==> config.mk <==
export PLATFORM = sky130hd
export DESIGN_NAME = uart_rx_fifo
export DESIGN_NICKNAME = d
export VERILOG_FILES = /design/src/rtl/uart_rx_fifo.sv
export SDC_FILE = /design/constraint.sdc
export NUM_CORES = 1
export LEC_CHECK = 0
export CELL_PAD_IN_SITES_DETAIL_PLACEMENT = 0
export CELL_PAD_IN_SITES_GLOBAL_PLACEMENT = 1
export CORE_MARGIN = 1
export CORE_UTILIZATION = 48
export CTS_CLUSTER_SIZE = 10
export DETAILED_ROUTE_END_ITERATION = 6
export PLACE_DENSITY_LB_ADDON = 0.1
export SYNTH_ARGS = -nofsm -noshare
export SYNTH_HDL_FRONTEND = slang
export SYNTH_SLANG_ARGS = --single-unit
==> constraint.sdc <==
create_clock -name clk -period 4.2 [get_ports clk]
set_clock_uncertainty 0.05 [all_clocks]
set_input_delay 0.84 -clock clk [delete_from_list [all_inputs] [get_ports clk]]
set_output_delay 0.84 -clock clk [all_outputs]
set_load 0.01 [all_outputs]
==> src/rtl/uart_rx_fifo.sv <==
// UART 8N1 receiver with RX FIFO and valid/ready register port.
// Define UART_RX_PARITY_EN to expect an even-parity bit before the stop bit.
module uart_rx_fifo #(
    parameter int unsigned CLK_DIV    = 868,
    parameter int unsigned FIFO_DEPTH = 16,
    parameter int unsigned CNT_W      = 5
) (
    input  logic        clk,
    input  logic        resetn,
    input  logic        ser_rx,
    input  logic        bus_valid,
    input  logic [3:0]  bus_addr,
    input  logic [3:0]  bus_wstrb,
    input  logic [31:0] bus_wdata,
    output logic        bus_ready,
    output logic [31:0] bus_rdata,
    output logic        rx_irq
);

    localparam int unsigned AW = CNT_W - 1;
    localparam logic [15:0] DIV_RST = 16'(CLK_DIV);
    localparam logic [15:0] DIV_MIN = 16'd16;
    localparam logic [CNT_W-1:0] DEPTH_C = CNT_W'(FIFO_DEPTH);

`ifdef UART_RX_PARITY_EN
    typedef enum logic [2:0] {
        S_IDLE, S_START, S_DATA, S_PAR, S_STOP
    } state_e;
`else
    typedef enum logic [2:0] {
        S_IDLE, S_START, S_DATA, S_STOP
    } state_e;
`endif

    state_e state_q, state_d;

    logic        rx_s1_q, rx_s2_q, rx_prev_q;
    logic [15:0] cnt_q, cnt_d;
    logic [15:0] frame_div_q, frame_div_d;
    logic [2:0]  bit_idx_q, bit_idx_d;
    logic [7:0]  shreg_q, shreg_d;
    logic [15:0] div_q, div_d;
    logic        frame_err_q, frame_err_d;
    logic        overrun_q, overrun_d;
    logic        ready_q, ready_d;
    logic [31:0] rdata_q, rdata_d;

    logic [AW-1:0]    wr_ptr_q, wr_ptr_d;
    logic [AW-1:0]    rd_ptr_q, rd_ptr_d;
    logic [CNT_W-1:0] count_q, count_d;
    logic [7:0]       mem_q [FIFO_DEPTH];

    logic tick, rx_fall;
    logic push_req, push_ok, pop;
    logic frame_set, ovr_set;
    logic nonempty, full;
    logic accept, is_wr;
    logic sel_data, sel_status, sel_div;
    logic st_clr;
    logic par_flag;
    logic [7:0]  cnt8;
    logic [31:0] status_w;
    logic unused;

`ifdef UART_RX_PARITY_EN
    logic par_q, par_d;
    logic parity_err_q, parity_err_d;
    logic par_set;
`endif

    assign tick     = (cnt_q == 16'd0);
    assign rx_fall  = rx_prev_q & ~rx_s2_q;
    assign nonempty = (count_q != '0);
    assign full     = (count_q == DEPTH_C);
    assign cnt8     = 8'(count_q);
    assign unused   = ^bus_wdata[31:16];

    // Receive FSM; frame_div_q freezes the divider for the whole frame.
    always_comb begin
        state_d     = state_q;
        cnt_d       = cnt_q;
        frame_div_d = frame_div_q;
        bit_idx_d   = bit_idx_q;
        shreg_d     = shreg_q;
        push_req    = 1'b0;
        frame_set   = 1'b0;
`ifdef UART_RX_PARITY_EN
        par_d       = par_q;
        par_set     = 1'b0;
`endif
        if (!tick) begin
            cnt_d = cnt_q - 16'd1;
        end
        case (state_q)
            S_IDLE: begin
                if (rx_fall) begin
                    state_d     = S_START;
                    frame_div_d = div_q;
                    cnt_d       = (div_q >> 1) - 16'd1;
                end
            end
            S_START: begin
                if (tick) begin
                    if (!rx_s2_q) begin
                        state_d   = S_DATA;
                        cnt_d     = frame_div_q - 16'd1;
                        bit_idx_d = 3'd0;
                    end else begin
                        state_d = S_IDLE;
                    end
                end
            end
            S_DATA: begin
                if (tick) begin
                    shreg_d   = {rx_s2_q, shreg_q[7:1]};
                    cnt_d     = frame_div_q - 16'd1;
                    bit_idx_d = bit_idx_q + 3'd1;
                    if (bit_idx_q == 3'd7) begin
`ifdef UART_RX_PARITY_EN
                        state_d = S_PAR;
`else
                        state_d = S_STOP;
`endif
                    end
                end
            end
`ifdef UART_RX_PARITY_EN
            S_PAR: begin
                if (tick) begin
                    par_d   = rx_s2_q;
                    cnt_d   = frame_div_q - 16'd1;
                    state_d = S_STOP;
                end
            end
`endif
            S_STOP: begin
                if (tick) begin
                    state_d = S_IDLE;
                    if (rx_s2_q) begin
`ifdef UART_RX_PARITY_EN
                        if (^{par_q, shreg_q}) begin
                            par_set = 1'b1;
                        end else begin
                            push_req = 1'b1;
                        end
`else
                        push_req = 1'b1;
`endif
                    end else begin
                        frame_set = 1'b1;
                    end
                end
            end
            default: state_d = S_IDLE;
        endcase
    end

    assign accept     = bus_valid & ~ready_q;
    assign is_wr      = |bus_wstrb;
    assign sel_data   = (bus_addr == 4'h0);
    assign sel_status = (bus_addr == 4'h4);
    assign sel_div    = (bus_addr == 4'h8);
    assign st_clr     = accept & sel_status & is_wr;

    // A pop in the same cycle frees the slot a full FIFO needs.
    assign pop     = accept & sel_data & ~is_wr & nonempty;
    assign push_ok = push_req & (~full | pop);
    assign ovr_set = push_req & full & ~pop;

`ifdef UART_RX_PARITY_EN
    assign par_flag = parity_err_q;
    always_comb begin
        parity_err_d = parity_err_q;
        if (st_clr && bus_wdata[4]) begin
            parity_err_d = 1'b0;
        end
        if (par_set) begin
            parity_err_d = 1'b1;
        end
    end
`else
    assign par_flag = 1'b0;
`endif

    assign status_w = {16'b0, cnt8, 3'b0, par_flag,
                       full, nonempty, overrun_q, frame_err_q};

    always_comb begin
        wr_ptr_d    = wr_ptr_q;
        rd_ptr_d    = rd_ptr_q;
        count_d     = count_q;
        frame_err_d = frame_err_q;
        overrun_d   = overrun_q;
        div_d       = div_q;
        rdata_d     = 32'b0;
        ready_d     = accept;
        if (push_ok) begin
            wr_ptr_d = wr_ptr_q + AW'(1);
        end
        if (pop) begin
            rd_ptr_d = rd_ptr_q + AW'(1);
        end
        if (push_ok && !pop) begin
            count_d = count_q + CNT_W'(1);
        end else if (pop && !push_ok) begin
            count_d = count_q - CNT_W'(1);
        end
        if (st_clr && bus_wdata[0]) begin
            frame_err_d = 1'b0;
        end
        if (st_clr && bus_wdata[1]) begin
            overrun_d = 1'b0;
        end
        if (frame_set) begin
            frame_err_d = 1'b1;
        end
        if (ovr_set) begin
            overrun_d = 1'b1;
        end
        if (accept && sel_div && is_wr) begin
            div_d = (bus_wdata[15:0] < DIV_MIN) ? DIV_MIN
                                               : bus_wdata[15:0];
        end
        if (accept && !is_wr) begin
            unique case (1'b1)
                sel_data: begin
                    if (nonempty) begin
                        rdata_d = {23'b0, 1'b1, mem_q[rd_ptr_q]};
                    end
                end
                sel_status: rdata_d = status_w;
                sel_div:    rdata_d = {16'b0, div_q};
                default:    rdata_d = 32'b0;
            endcase
        end
    end

    always_ff @(posedge clk) begin
        if (push_ok) begin
            mem_q[wr_ptr_q] <= shreg_q;
        end
    end

    always_ff @(posedge clk or negedge resetn) begin
        if (!resetn) begin
            rx_s1_q     <= 1'b1;
            rx_s2_q     <= 1'b1;
            rx_prev_q   <= 1'b1;
            state_q     <= S_IDLE;
            cnt_q       <= 16'd0;
            frame_div_q <= DIV_RST;
            bit_idx_q   <= 3'd0;
            shreg_q     <= 8'd0;
            div_q       <= DIV_RST;
            frame_err_q <= 1'b0;
            overrun_q   <= 1'b0;
            ready_q     <= 1'b0;
            rdata_q     <= 32'b0;
            wr_ptr_q    <= '0;
            rd_ptr_q    <= '0;
            count_q     <= '0;
        end else begin
            rx_s1_q     <= ser_rx;
            rx_s2_q     <= rx_s1_q;
            rx_prev_q   <= rx_s2_q;
            state_q     <= state_d;
            cnt_q       <= cnt_d;
            frame_div_q <= frame_div_d;
            bit_idx_q   <= bit_idx_d;
            shreg_q     <= shreg_d;
            div_q       <= div_d;
            frame_err_q <= frame_err_d;
            overrun_q   <= overrun_d;
            ready_q     <= ready_d;
            rdata_q     <= rdata_d;
            wr_ptr_q    <= wr_ptr_d;
            rd_ptr_q    <= rd_ptr_d;
            count_q     <= count_d;
        end
    end

`ifdef UART_RX_PARITY_EN
    always_ff @(posedge clk or negedge resetn) begin
        if (!resetn) begin
            par_q        <= 1'b0;
            parity_err_q <= 1'b0;
        end else begin
            par_q        <= par_d;
            parity_err_q <= parity_err_d;
        end
    end
`endif

    assign bus_ready = ready_q;
    assign bus_rdata = rdata_q;
    assign rx_irq    = nonempty;

endmodule

Word-level counts from Yosys, hierarchy flattened
Memories as Yosys holds them, arrays and structs flattened.
Cells that the tools add are included.
{ "totals": {"inputBits": 44, "memories": 1, "register_bits": 113, "elab_cells": 113, "ramBits": 128, "output_inout_bits": 34} }
{ "op_classes": {"bitwise": 16, "n_eq_ne": 13, "reduce_logical": 23, "n_lt_le_gt_ge": 1, "addsub": 8, "mux": 35} }
{ "memory_table": {"columns": ["memory", "words", "width", "read_ports", "rd_ports_with_merged_regs", "wr", "line", "rtl"], "rows": [
  ["mem_q", 16, 8, 1, 0, 1, "51", "logic [7:0] mem_q [FIFO_DEPTH];"]
]} }
{ "ops": {"columns": ["op", "count"], "rows": [
  ["2-to-1 mux 16 bit", 6],
  ["case mux 32 bit (3 select lines)", 1],
  ["case mux 16 bit (3 select lines)", 1],
  ["2-to-1 mux 32 bit", 1],
  ["subtractor 16 x 1 -> 16 bit (second input constant)", 2],
  ["2-to-1 mux 3 bit", 8],
  ["zero test 16 bit", 1],
  ["less-than comparator 16 x 5 -> 1 bit (second input constant)", 1],
  ["subtractor 15 x 1 -> 16 bit (second input constant)", 1],
  ["2-to-1 mux 1 bit", 12],
  ["inequality test 2 bit (second input constant)", 6],
  ["case mux 3 bit (4 select lines)", 1],
  ["bitwise AND 1 bit", 10],
  ["2-to-1 mux 5 bit", 2],
  ["2-to-1 mux 9 bit", 1],
  ["adder 4 x 1 -> 4 bit (second input constant)", 2],
  ["nonzero test 2 bit", 4],
  ["logical AND 1 bit", 7],
  ["equality test 3 x 2 -> 1 bit (second input constant)", 2],
  ["case mux 3 bit (2 select lines)", 1],
  ["adder 5 x 1 -> 5 bit (second input constant)", 1],
  ["equality test 5 bit (second input constant)", 1],
  ["inverter 1 bit", 5],
  ["AND reduction 5 bit", 1],
  ["other kinds (15)", 18]
]} }

Depth between registers and ports, before layout
{ "logic_depth": {"word_depth": 11, "depth_mapped": 13, "depth_no_buf": 13} }

Least setup slack after synthesis
No wires, ideal clock.
{ "synth_path": {"path_type": "input to register", "from": "input port bus_wstrb[1]", "to": "register count_q[4]", "setup_slack_ps": 517, "t_arrival_ps": 3508, "setup_time_ps": 125, "n_path_buf": 0, "required_time_ps": 4025, "cell_stages": 13, "path_cell_list": "nor4_2 nand2_1 nor2_4 inv_2 a2111oi_4 ha_1 inv_1 fa_1 a21o_1 a21oi_1 xnor2_1 nor2_1 xor2_1"} }
{ "synth_between": {"elab_chain_cells": 9, "elab_cells_between_ends": 12, "cone_classes": "1 x mux; 5 x bitwise; 6 x reduce/logical"} }
{ "synth_rtl": {"columns": ["element", "line", "rtl"], "rows": [
  ["from (decl)", "13", "input logic [3:0] bus_wstrb,"],
  ["OR reduction 4 bit *", "159", "assign is_wr = |bus_wstrb;"],
  ["inverter 1 bit *", "166", "assign pop = accept & sel_data & ~is_wr & nonempty;"],
  ["bitwise AND 1 bit * (2 in a row)", "166", null],
  ["bitwise OR 1 bit *", "167", "assign push_ok = push_req & (~full | pop);"],
  ["bitwise AND 1 bit *", "167", null],
  ["via push_ok", "54", "logic push_req, push_ok, pop;"],
  ["zero test 1 bit", "205", "end else if (pop && !push_ok) begin"],
  ["logical AND 1 bit", "205", null],
  ["nonzero test 2 bit (no line)", null, null],
  ["to (signal assigned)", "278", "count_q <= count_d;"],
  ["to (decl)", "50", "logic [CNT_W-1:0] count_q, count_d;"]
]} }
The timed path passes the listed nets; every way through them passes the cells marked *.
A chain may end at the register's enable or synchronous reset.

Worst setup path in the final report
{ "layout_path": {"from": "input port bus_addr[2]", "to": "register count_q[4]"} }
{ "layout_between": {"elab_chain_cells": 9, "elab_cells_between_ends": 12, "cone_classes": "1 x mux; 5 x bitwise; 6 x reduce/logical"} }
{ "layout_rtl": {"columns": ["element", "line", "rtl"], "rows": [
  ["from (decl)", "12", "input logic [3:0] bus_addr,"],
  ["zero test 4 bit *", "160", "assign sel_data = (bus_addr == 4'h0);"],
  ["bitwise AND 1 bit * (3 in a row)", "166", null],
  ["bitwise OR 1 bit *", "167", null],
  ["bitwise AND 1 bit *", "167", null],
  ["via push_ok", "54", null],
  ["zero test 1 bit", "205", null],
  ["logical AND 1 bit", "205", null],
  ["nonzero test 2 bit (no line)", null, null]
]} }
Marked as above.

==> results.md <==
- Run status: finished, final reports clean
- Root Buffer: clkbuf_16
- Initial DRC count: around 350
- GRT Util Overall: 0.228
- EDFF count, synth: between 100 and 150
- Total grt overflow: 0
- Sw Share: 0.268
- Setup CP Type: input port to register
- Longest Clk Path Bufs: 3
- Post-synth ARST share: 0.429
- Overall die width: approximately 150 um
- Setup violators final: 0
- Clk slew on worst S/H paths: 60 ps
- Distinct cells, synth: 56
- Final instance area: between 10,000 and 15,000 um2
- Post-route setup TNS: 0 ps
- #FFs+latches synth: 224
- WL final: 23.5 mm
- Fillers: ~1,700
- Yosys warning total: 0
- Final hold vios: 0
- Clock sink count: around 220
- TritonRoute pass-1 iters: 5
- Commonest non-fill, non-tap cell in the layout: edfxtp_1
- Initial antenna violation count: 0
- Ports: 78
- Sequential element share of the synthesized area: 0.625
- Cts hold-fix bufs: 0
- FP Rows: between 50 and 60
- Startpoint types: input port
- Area growth syn-to-layout: 16.7%
- Sequential Power Share: 0.481
- Worst setup EP type: register
- Combinational share of power: 0.139
- NetSw: 0.00149 W
- Setup bufs post-CTS: 0
- Final worst path period share: 0.831
- Int Pwr: roughly 0.0041 W
- Static Leakage: ~4.5 nW
- Commonest cells after routing, fill and taps aside: 128 x edfxtp_1, 116 x nand2_1, 82 x dfrtp_1
- Vias in the first global route: roughly 6,500
- Via-to-Cell Ratio: between 5 and 6
- # DRC: 0
- Placeable core region: roughly 20,000 um2
- Layout cells sized above 1: 0.159
- DP Area: between 10,000 and 15,000 um2
- Req. time, crit path: ~4600 ps
- CP max FO: 4
- Clk_lat worst skew: 540 ps
- Synth Area per Inst: approximately 13 um2
- First-pass GRT wire length: approximately 37 mm
- Hold slack: about 300 ps
- Die area: between 20,000 and 25,000 um2
- Diode count: 0
- Clock share of power: 0.380
- Fmax: roughly 290 MHz
- DP HPWL: 16.6 mm
- PortBufs: 45
- Worst-margin pin slew: ~1000 ps
- Initial core utilization: 0.492
- Worst endpoint data arrival time: 3860 ps
- Most common flop cell mapped by yosys: edfxtp_1
- Power Dens Cells: roughly 480 nW/um2
- RSZ-0062 raised after global routing: false
- Largest net degree at the start of global routing: 74
- Total CTS buffers: 27
- Netlist Area Pre-Place: around 10,000 um2
- Max-slew violations: 0
- Reg area: about 6300 um2
- Gpl congestion: 0.862
- TritonCTS clock tree: done
- Die Span Y: ~150 um
- Footprint of the multi-input gates: 3510 um2
- Syn Inst Count: approximately 750
- H-tree Lvls: 1
- DR vias: ~6,200
- Hold WC Path Type: register to register
- Final worst path period need: between 3000 and 4000 ps
- Routed length per instance: between 20 and 25 um
- Detail Route Antenna Nets: 0
- Worst VDD drop: 0.297 mV
- # nets final: slightly below 900
- Slew HR: 0.344
- Resize count post-CTS: 0
- Max-cap viol count: 0
## flip-flops by register name (all words and copies together), names as in the netlist
signal	flops
overrun_q	1
cnt_q	16
bus_ready	1
bus_rdata	16
div_q	16
rx_prev_q	1
bit_idx_q	3
rx_s1_q	1
frame_div_q	16
shreg_q	8
rx_s2_q	1
mem_q	128
count_q	5
rd_ptr_q	4
frame_err_q	1
wr_ptr_q	4
state_q	2
## cell type report
type / count / share of cell area
multi-input cells: 479 / 0.301
flip-flops and latches: 224 / 0.536
inverters: 14 / 0.00450
clock inverters: 3 / 0.00289
repair buffers: 80 / 0.0608
well taps: 270 / 0.0289
clock buffers: 47 / 0.0660
## per-stage QoR
step / instances / worst slack, ps / power (W) / utilization
final: 1117 / 709 / 0.00556 / 0.574
after floorplan: 766 / 517 / 0.00323 / -
after global routing: 1117 / 491 / 0.00581 / 0.574
after detailed placement: 1067 / 163 / 0.00349 / 0.534
after CTS: 1117 / 719 / 0.00562 / 0.574
after global placement: 1067 / 184 / 0.00347 / 0.534
## synth_stat cells (7+ instances only)
master | instances | share of area
mux4_2 | 31 | 0.070
a22oi_1 | 7 | 0.0052
nand4_1 | 11 | 0.0069
mux2_2 | 12 | 0.013
dfrtp_1 | 83 | 0.21
dfstp_2 | 13 | 0.034
a21oi_1 | 14 | 0.0070
nor2_1 | 48 | 0.018
mux2i_1 | 14 | 0.014
o221ai_1 | 14 | 0.012
and2_1 | 8 | 0.0050
o21ai_0 | 10 | 0.0050
nand2b_1 | 8 | 0.0050
xnor2_1 | 38 | 0.033
clkbuf_1 | 21 | 0.0079
edfxtp_1 | 128 | 0.38
a22o_1 | 11 | 0.0096
nand2_1 | 116 | 0.043
inv_1 | 13 | 0.0049
buf_4 | 16 | 0.012
ha_1 | 15 | 0.019
buf_2 | 7 | 0.0035
xor2_1 | 11 | 0.0096
nor3_1 | 20 | 0.010
nor4_1 | 13 | 0.0081
## power groups by stage
stage	logic (W)	registers (W)	clock network (W)
2_1_floorplan	0.000607	0.00262	0
3_3_place_gp	0.000760	0.00271	0
3_5_place_dp	0.000780	0.00271	0
4_1_cts	0.000783	0.00267	0.00216
5_1_grt	0.000861	0.00270	0.00226
6_report	0.000774	0.00268	0.00211
## cell families (layout without fill, tap and decap cells)
logic type,after synthesis,count (layout),synth area share
AOI/OAI and AO/OA,82,82,0.0612
and+or+nand+nor,259,259,0.122
DFF,224,224,0.625
xor gates and xnor gates,49,49,0.0429
adders and majority gates,16,16,0.0207
other,1,16,0.000374
buffers and inverters,63,144,0.0305
muxes,57,57,0.0972
## path summary, 6_finish.rpt
path	slack [ps]	start	depth (start not counted)	endpoint
setup / recovery	710	bus_addr[2]	15	count_q[4]
hold / removal	300	rx_s1_q	0	rx_s2_q
setup reg to reg	890	cnt_q[7]	11	count_q[4]
hold reg to reg	300	rx_s1_q	0	rx_s2_q
max in group asynchronous	2890	resetn	2	bus_rdata[11]
min in group asynchronous	380	resetn	1	div_q[13]
## metal layers
| metal | wire, um | global-route usage | up-vias |
|---|---|---|---|
| li1 | - | - | 2897 |
| met1 | 9620 | 0.283 | 3141 |
| met2 | 12200 | 0.406 | 148 |
| met3 | 1090 | 0.0434 | 41 |
| met4 | 527 | 0.0620 | 0 |
| met5 | 0 | 0 | - |
## critical path, cell delays in order
cell and delay [ps]:
clkdlybuf4s50_1 530, nor4_1 220, buf_4 170, o21ai_1 120
nor2_4 150, inv_2 60, a2111oi_4 320, ha_1 230
inv_1 100, fa_1 420, a21o_1 180, a21oi_1 180
xnor2_1 130, nor2_1 60, xor2_1 140
Power figures use the tool's default switching activity.
